File: config.mk
export PLATFORM = sky130hd
export DESIGN_NAME = perf_run_ctrl
export DESIGN_NICKNAME = d
export VERILOG_FILES = /design/src/rtl/perf_run_ctrl.sv
export SDC_FILE = /design/constraint.sdc
export NUM_CORES = 1
export LEC_CHECK = 0
export ABC_AREA = 1
export CORE_ASPECT_RATIO = 0.6
export CORE_UTILIZATION = 35
export DETAILED_ROUTE_END_ITERATION = 8
export HOLD_SLACK_MARGIN = 0.05
export PLACE_DENSITY_LB_ADDON = 0.25
export REMOVE_ABC_BUFFERS = 1
export SYNTH_ARGS = -nofsm -noshare
export SYNTH_HDL_FRONTEND = slang
export SYNTH_SLANG_ARGS = --single-unit
File: constraint.sdc
create_clock -name CLK_50 -period 3.53 [get_ports CLK_50]
set_input_delay 1.059 -clock CLK_50 [delete_from_list [all_inputs] [get_ports CLK_50]]
set_output_delay 1.059 -clock CLK_50 [all_outputs]
set_load 0.005 [all_outputs]
File: src/rtl/perf_run_ctrl.sv
// perf_run_ctrl: benchmark run sequencer (start/stop window, timeout, run-length history); optional PERF_AUTO_REARM_EN; ports: CLK_50, resetN, pc, pc_valid, key_n, hist_sel in; state, cnt_en, cnt_clear, run_cycles, last_cycles, hist_cycles, hist_count, timeout out
module perf_run_ctrl #(
  parameter logic [15:0] START_PC     = 16'h0000,
  parameter logic [15:0] FINAL_PC     = 16'hFFFF,
  parameter logic [31:0] MAX_CYCLES   = 32'hFFFF_FFFF,
  parameter int          HIST_DEPTH   = 4,
  parameter bit          ARM_ON_RESET = 1'b1,
  parameter logic [31:0] REARM_DELAY  = 32'd50_000_000,
  localparam int         AW           = $clog2(HIST_DEPTH),
  localparam int         CW           = AW + 1
) (
  input  logic          CLK_50,
  input  logic          resetN,
  input  logic [15:0]   pc,
  input  logic          pc_valid,
  input  logic          key_n,
  input  logic [AW-1:0] hist_sel,
  output logic [2:0]    state,
  output logic          cnt_en,
  output logic          cnt_clear,
  output logic [31:0]   run_cycles,
  output logic [31:0]   last_cycles,
  output logic [31:0]   hist_cycles,
  output logic [CW-1:0] hist_count,
  output logic          timeout
);
  typedef enum logic [2:0] {IDLE = 3'd0, ARMED = 3'd1, RUNNING = 3'd2, DONE = 3'd3, TIMEOUT = 3'd4} st_t;
  st_t st;
  logic k1, k2, k3;
  logic [31:0] hist [HIST_DEPTH];
  logic [AW-1:0] wptr;
`ifdef PERF_AUTO_REARM_EN
  logic [31:0] rd;
`endif
  logic key_press, start_hit, final_hit;
  assign key_press   = k3 & ~k2;
  assign start_hit   = pc_valid && pc == START_PC;
  assign final_hit   = pc_valid && pc == FINAL_PC;
  assign state       = st;
  assign hist_cycles = hist[wptr - hist_sel - AW'(1)];
  always_ff @(posedge CLK_50 or negedge resetN) begin
    if (!resetN) begin
      st          <= ARM_ON_RESET ? ARMED : IDLE;
      k1          <= 1'b1;
      k2          <= 1'b1;
      k3          <= 1'b1;
      cnt_en      <= 1'b0;
      cnt_clear   <= 1'b0;
      run_cycles  <= '0;
      last_cycles <= '0;
      hist_count  <= '0;
      timeout     <= 1'b0;
      wptr        <= '0;
      for (int i = 0; i < HIST_DEPTH; i++) hist[i] <= '0;
`ifdef PERF_AUTO_REARM_EN
      rd          <= '0;
`endif
    end else begin
      k1        <= key_n;
      k2        <= k1;
      k3        <= k2;
      cnt_clear <= 1'b0;
      if (key_press) begin
        st         <= ARMED;
        timeout    <= 1'b0;
        run_cycles <= '0;
        cnt_en     <= 1'b0;
      end else begin
        case (st)
          ARMED: if (start_hit) begin
            st         <= RUNNING;
            run_cycles <= '0;
            cnt_clear  <= 1'b1;
            cnt_en     <= 1'b1;
          end
          RUNNING: if (final_hit) begin
            last_cycles <= run_cycles + 32'd1;
            hist[wptr]  <= run_cycles + 32'd1;
            wptr        <= wptr + AW'(1);
            if (hist_count != CW'(HIST_DEPTH)) hist_count <= hist_count + CW'(1);
            st          <= DONE;
            cnt_en      <= 1'b0;
`ifdef PERF_AUTO_REARM_EN
            rd          <= REARM_DELAY - 32'd1;
`endif
          end else if (run_cycles == MAX_CYCLES - 32'd1) begin
            last_cycles <= MAX_CYCLES;
            timeout     <= 1'b1;
            st          <= TIMEOUT;
            cnt_en      <= 1'b0;
          end else begin
            run_cycles <= run_cycles + 32'd1;
          end
`ifdef PERF_AUTO_REARM_EN
          DONE: if (rd == '0) begin
            st         <= ARMED;
            run_cycles <= '0;
          end else begin
            rd <= rd - 32'd1;
          end
`endif
          default: ;
        endcase
      end
    end
  end
endmodule

==> results of run 1 <==
cells in the mapped netlist:
cell type / instances
a21oi_1: 7
and2_1: 1
buf_2: 14
buf_4: 6
buf_6: 7
clkbuf_1: 33
dfrtp_1: 202
dfstp_2: 4
ha_1: 9
inv_1: 69
inv_2: 7
mux2i_1: 31
nand2_1: 404
nand2_2: 2
nand2_4: 1
nand3_1: 52
nand3_2: 3
nand3_4: 1
nand4_1: 1
nor2_1: 84
nor2_2: 5
nor2_4: 6
nor3_1: 1
nor4_1: 1
o211ai_1: 32
o21ai_0: 150
o21ai_1: 43
o21bai_1: 2
or2_0: 2
or2_2: 35
xnor2_1: 9
xor2_1: 11
xor2_2: 1
repair_timing:
action | in CTS | in global routing
setup buffers | 12 | 3
pin swaps | 8 | 6
cloned | 4 | 2
gates resized for setup | 182 | 11
endpoints found under the setup margin | 32 | 30
flip-flops by register name, indices dropped and copies added (netlist names), 2 cells and up:
signal	flops
state	3
hist	128
hist_count	3
wptr	2
run_cycles	32
last_cycles	32
layer usage:
metal	wire length (um)	share of wire, %	vias up
met1	16100	52	4192
met2	12600	41	217
met4	327	1.1	0
met3	1930	6.2	24
met5	0	0	-
li1	-	-	4271
worst max-delay path by stage:
stage,from,endpoint,slack (ns)
CTS,hist_sel[0],hist_cycles[4],-0.04
floorplan,hist_sel[0],hist_cycles[30],-1.58
detailed placement,hist_sel[0],hist_cycles[1],-0.93
global route,hist_sel[0],hist_cycles[7],-0.1
global placement,hist_sel[0],hist_cycles[1],-0.95
finish,hist_sel[0],hist_cycles[31],-0.04
worst register-to-register path, stage by stage (launching register included):
cell and delay, ns:
dfstp_2 0.51, inv_1 0.04, nor2_2 0.21, nor2_4 0.12, nand3_2 0.26, nand2_4 0.23
nor2_4 0.69, nand2_1 0.14, nand2_1 0.10
cells in the final DEF (no fill, tap or decap), types with 32 or more instances in the layout:
cell type        instances
nand2_1                402
dfrtp_1                202
o21ai_0                119
clkdlybuf4s50_1         91
nor2_1                  84
o21ai_1                 67
inv_1                   67
nand3_1                 52
or2_2                   33
buf_2                   33
o211ai_1                32
cells by family after synthesis:
family / count (synthesis)
xor+xnor: 21
fa+ha+maj: 9
flops: 206
simple gates: 599
buf+inv: 136
mux: 31
compound gates: 234
stage by stage:
step / hold slack (ns) / setup TNS, ns
finish: 0.357 / -0.135
CTS: 0.361 / -0.116
global route: 0.368 / -1.42
floorplan: 0.345 / -49.46
detailed placement: 0.352 / -25.94
global placement: 0.347 / -25.99
final cells by class:
cell class              instances  area [um2]
clock inverters                 6        36.3
inverters                      76         292
well taps                     367         459
multi-input cells             894        4490
flip-flops and latches        206        5160
fillers                      2803       15200
repair buffers                173        1730
clock buffers                  34         677
power by group through the flow:
stage | clock, mW | combinational (mW) | sequential, mW
4_1_cts | 2.35 | 0.781 | 2.42
3_3_place_gp | 0 | 0.710 | 2.46
2_1_floorplan | 0 | 0.329 | 2.46
6_report | 2.31 | 0.792 | 2.42
5_1_grt | 2.45 | 0.863 | 2.42
3_5_place_dp | 0 | 0.710 | 2.47
==> impl_metrics.yaml, run 1 <==
hold_path:
  hp-class: "reg2reg"
  min_to: "k2$_DFF_PN1_"
  hp-start: "k1$_DFF_PN1_"
  min_path_cells: 0
placed_design:
  dp_slack_ns: -0.930
  dp.cells: 1696
  hpwl_um: 20700
  portBuffers: 126
  placed_area_um2: 11900
  gp_congestion: 0.860
global_route:
  grt_antenna_before_repair: 0
  grt_overflow_total: 0
  grt.busiest_layer: "met1"
  use_met2_pct: 30.0
  grt_start_max_net_pins: 64
  grtUsageMet3_pct: 4.60
  grt_pass1_wl_um: 49500
  grt_use_met1_pct: 33.4
  grt_usage_pct: 21.3
  grt_pass1_vias: 8381
routing:
  wl_um: 30900
  ant_nets: 0
  via_per_inst: 4.96
  wl_per_cell_um: 17.6
  drtIter0Drc: 682
  drc: 0
  first_pass_iters: 7
  vias: 8704
timing:
  min_period_over_period_pct: 101
  finalHoldViolCount: 0
  slew_headroom_pct: 43.9
  skew_ns: 0.0158
  slew_violations: 0
  rsz0062_at_grt: "yes"
  worst_slack_ns: -0.0401
  setup_viol: 6
  max_freq_mhz: 280
  min_period_ns: 3.57
  tightest_slew_ns: 0.839
worst_setup_path:
  crit_top_cell: "buf_12"
  rr_endpoint: "run_cycles[23]$_DFFE_PN0P_"
  path_max_fanout: 8
  cpLargestDelayFamily: "buffers and inverters"
  crit_cells: 11
  crit_path_end_kind: "output port"
  critPathRequiredTime_ns: 2.47
  slowest_delay_ns: 0.20
  cp.arrival_ns: 2.51
  cp_cell_sequence: "buf_6 > inv_4 > ha_4 > xnor2_4 > xor2_4 > buf_12 > buf_12 > buf_8 > o211ai_1 > o21ai_1 > buf_2"
  critPathBufInv: 6
  r2r_cells: 8
  cpMaxStageDelayCell: "xor2_4"
  startpoint_type: "input port"
  timing_worst_setup_path_type: "in2out"
  r2r-start: "k3$_DFF_PN1_"
  rrSetupSlack_ns: 1.18
clock_tree:
  cts_tree: "done"
  cts_sinks: 206
  clock_latency_ns: 0.53
  cts_hold_buf: 0
  cts_buffer_depth: 3
  cts_root_buf: "clkbuf_16"
  cts_max_level: 1
  cts_made_buffers: 22
  clk_pin_slew_ns: 0.06
cells_and_area:
  final_area_um2: 12800
  insertedDiodeCount: 0
  nNetsFinal: 1404
  post-route-util_pct: 45.8
  area_growth_pct: 26.6
  fin_cells: 1756
  drive_gt1_share_pct: 14.1
yosys:
  syn_area_um2: 10200
  ys_warn_count: 0
  ys_seq_area_share_pct: 50.8
  synth-simple-area-share_pct: 24.8
  yosysUniqueCellTypes: 33
  synth_fa_ha_area_share_pct: 1.11
  synthCells: 1236
  synth_top_family_by_area: "simple AND/OR/NAND/NOR gates"
  synth.area.mux_share_pct: 3.06
  synth_xor_xnor_area_share_pct: 1.89
  ys_ff_latch: 206
  synthTopCellsByArea: "dfrtp_1 50%, nand2_1 15%, o21ai_0 7.4%"
  synth_top_cell_by_area: "dfrtp_1"
  avgSynthCellArea_um2: 8.21
  synth_top_area_share_pct: 49.8
  synth_compound_area_share_pct: 12.4
pwr:
  sw_frac_of_total_pct: 27.7
  p_int_mw: 3.99
  pwr-share-seq_pct: 43.9
  powerDensity_nw_per_um2: 430
  pwr-share-clk_pct: 41.8
  switchingPower_mw: 1.53
  ir_drop_v: 0.000302
  totalPowerFinal_mw: 5.52
  combPwrFrac_pct: 14.3
  p_leak_nw: 5.88
status:
  failed_checks: "setup timing"
  status: "finished with violations"
floorplanning:
  die_area_um2: 29700
  start_util_pct: 36.2
  io_pins: 127
  fp-row-count: 47
  dieHeight_um: 134
  die_x_um: 222
  fp.coreArea_um2: 28100
job:
  drv_cap: 0
No activity file was read; power rests on OpenSTA's default activity.
==> run 2, diff against run 1 <==
Settings changed: CAP_MARGIN from default to 0, CORE_UTILIZATION 35 to 40, DONT_BUFFER_PORTS from default to 1.
==> impl_metrics.yaml, run 2 (synthesized netlist as in run 1, its figures left out) <==
clock_tree:
  cts_hold_buf: 0
  cts_buffer_depth: 3
  cts_sinks: 206
  cts_made_buffers: 20
  cts_max_level: 1
  cts_tree: "done"
  clock_latency_ns: 0.50
  clk_pin_slew_ns: 0.07
  post_cts_resized: 0
  post-cts-setup-buffers: 0
  cts_root_buf: "clkbuf_16"
cells_and_area:
  layout_commonest_cell: "nand2_1"
  nNetsFinal: 1246
  regMostFlops: "hist"
  insertedDiodeCount: 0
  reg.largest.list: "hist (128), last_cycles (32), run_cycles (32)"
  final_area_um2: 11100
  largest_reg_flops: 128
  fillers: 2446
  post-route-util_pct: 45.3
  area_growth_pct: 9.65
  drive_gt1_share_pct: 9.45
  mostFrequentLayoutCells: "402 x nand2_1, 202 x dfrtp_1, 150 x o21ai_0"
worst_setup_path:
  cp.arrival_ns: 2.29
  crit_path_end_kind: "output port"
  startpoint_type: "input port"
  path_max_fanout: 36
  rr_endpoint: "run_cycles[18]$_DFFE_PN0P_"
  r2r_cells: 11
  rrSetupSlack_ns: 0.98
  r2r-start: "run_cycles[0]$_DFFE_PN0P_"
  timing_worst_setup_path_type: "in2out"
  critPathRequiredTime_ns: 2.47
floorplanning:
  fp.coreArea_um2: 24600
  fp-row-count: 44
  io_pins: 127
  die_x_um: 208
  dieHeight_um: 125
  start_util_pct: 41.3
  die_area_um2: 26000
placed_design:
  placed_area_um2: 10500
  hpwl_um: 19100
  portBuffers: 0
  gp_congestion: 0.887
routing:
  via_per_inst: 5.11
  wl_per_cell_um: 18.1
  first_pass_iters: 5
  wl_um: 28100
  drc: 0
  vias: 7924
  ant_nets: 0
  drtIter0Drc: 589
global_route:
  grt_pass1_vias: 7525
  grt_overflow_total: 0
  grt_antenna_before_repair: 0
  grt_pass1_wl_um: 44800
  grt_start_max_net_pins: 207
  grt_usage_pct: 22.1
timing:
  slew_violations: 0
  slew_headroom_pct: 41.2
  tightest_slew_ns: 0.880
  finalSetupTns_ns: 0
  min_period_ns: 3.35
  skew_ns: 0.00787
  finalHoldViolCount: 0
  min_period_over_period_pct: 94.9
  setup_viol: 0
  max_freq_mhz: 298
  rsz0062_at_grt: "no"
pwr:
  totalPowerFinal_mw: 5.22
  p_leak_nw: 5.10
  ir_drop_v: 0.000301
  powerDensity_nw_per_um2: 469
status:
  status: "completed"
job:
  drv_cap: 0
hold_path:
  hp-class: "in2async"
run 2: per-stage QoR:
stage          setup WS [ns]  hold WS, ns  std cells
2_1_floorplan          -1.58        0.345       1176
3_3_place_gp           0.185        0.348       1515
3_5_place_dp           0.174        0.347       1515
4_1_cts                0.174        0.234       1550
5_1_grt               0.0946        0.236       1550
6_report               0.179        0.247       1550
run 2: cell type report:
type	instances	area, um2	share of cell area (%)
multi-input combinational	894	4420	39.7
clock inverter	6	80.1	0.719
timing repair buffer	17	190	1.71
inverter	76	285	2.56
tap	322	403	3.62
sequential	206	5160	46.4
clock buffer	29	596	5.35
run 2: worst max-delay path by stage:
stage | startpoint | endpoint | slack (ns) | depth (start not counted)
final | hist_sel[0] | hist_cycles[17] | 0.18 | 8
after global routing | hist_sel[0] | hist_cycles[20] | 0.09 | 8
after CTS | hist_sel[0] | hist_cycles[8] | 0.17 | 8
after detailed placement | hist_sel[0] | hist_cycles[8] | 0.17 | 8
after global placement | hist_sel[0] | hist_cycles[11] | 0.18 | 8
after floorplan | hist_sel[0] | hist_cycles[30] | -1.58 | 6
run 2: metal layers:
layer / global-route usage, % / share of wire, % / vias up
met1: 34.8 / 52 / 3739
li1: - / - / 3954
met2: 29.7 / 38 / 205
met5: 0 / 0 / -
met3: 6.41 / 8.0 / 26
met4: 3.66 / 1.2 / 0
run 2: power by group:
group	switching (mW)	internal, mW
logic	0.415	0.125
registers	0.0424	2.39
clock network	0.930	1.32
total	1.39	3.83
run 2: worst max-delay path, stage by stage:
cell and delay (ns):
inv_1 0.12, ha_4 0.15, xnor2_1 0.11, buf_4 0.16, xor2_4 0.21, buf_12 0.20, o211ai_1 0.12, o21ai_0 0.13
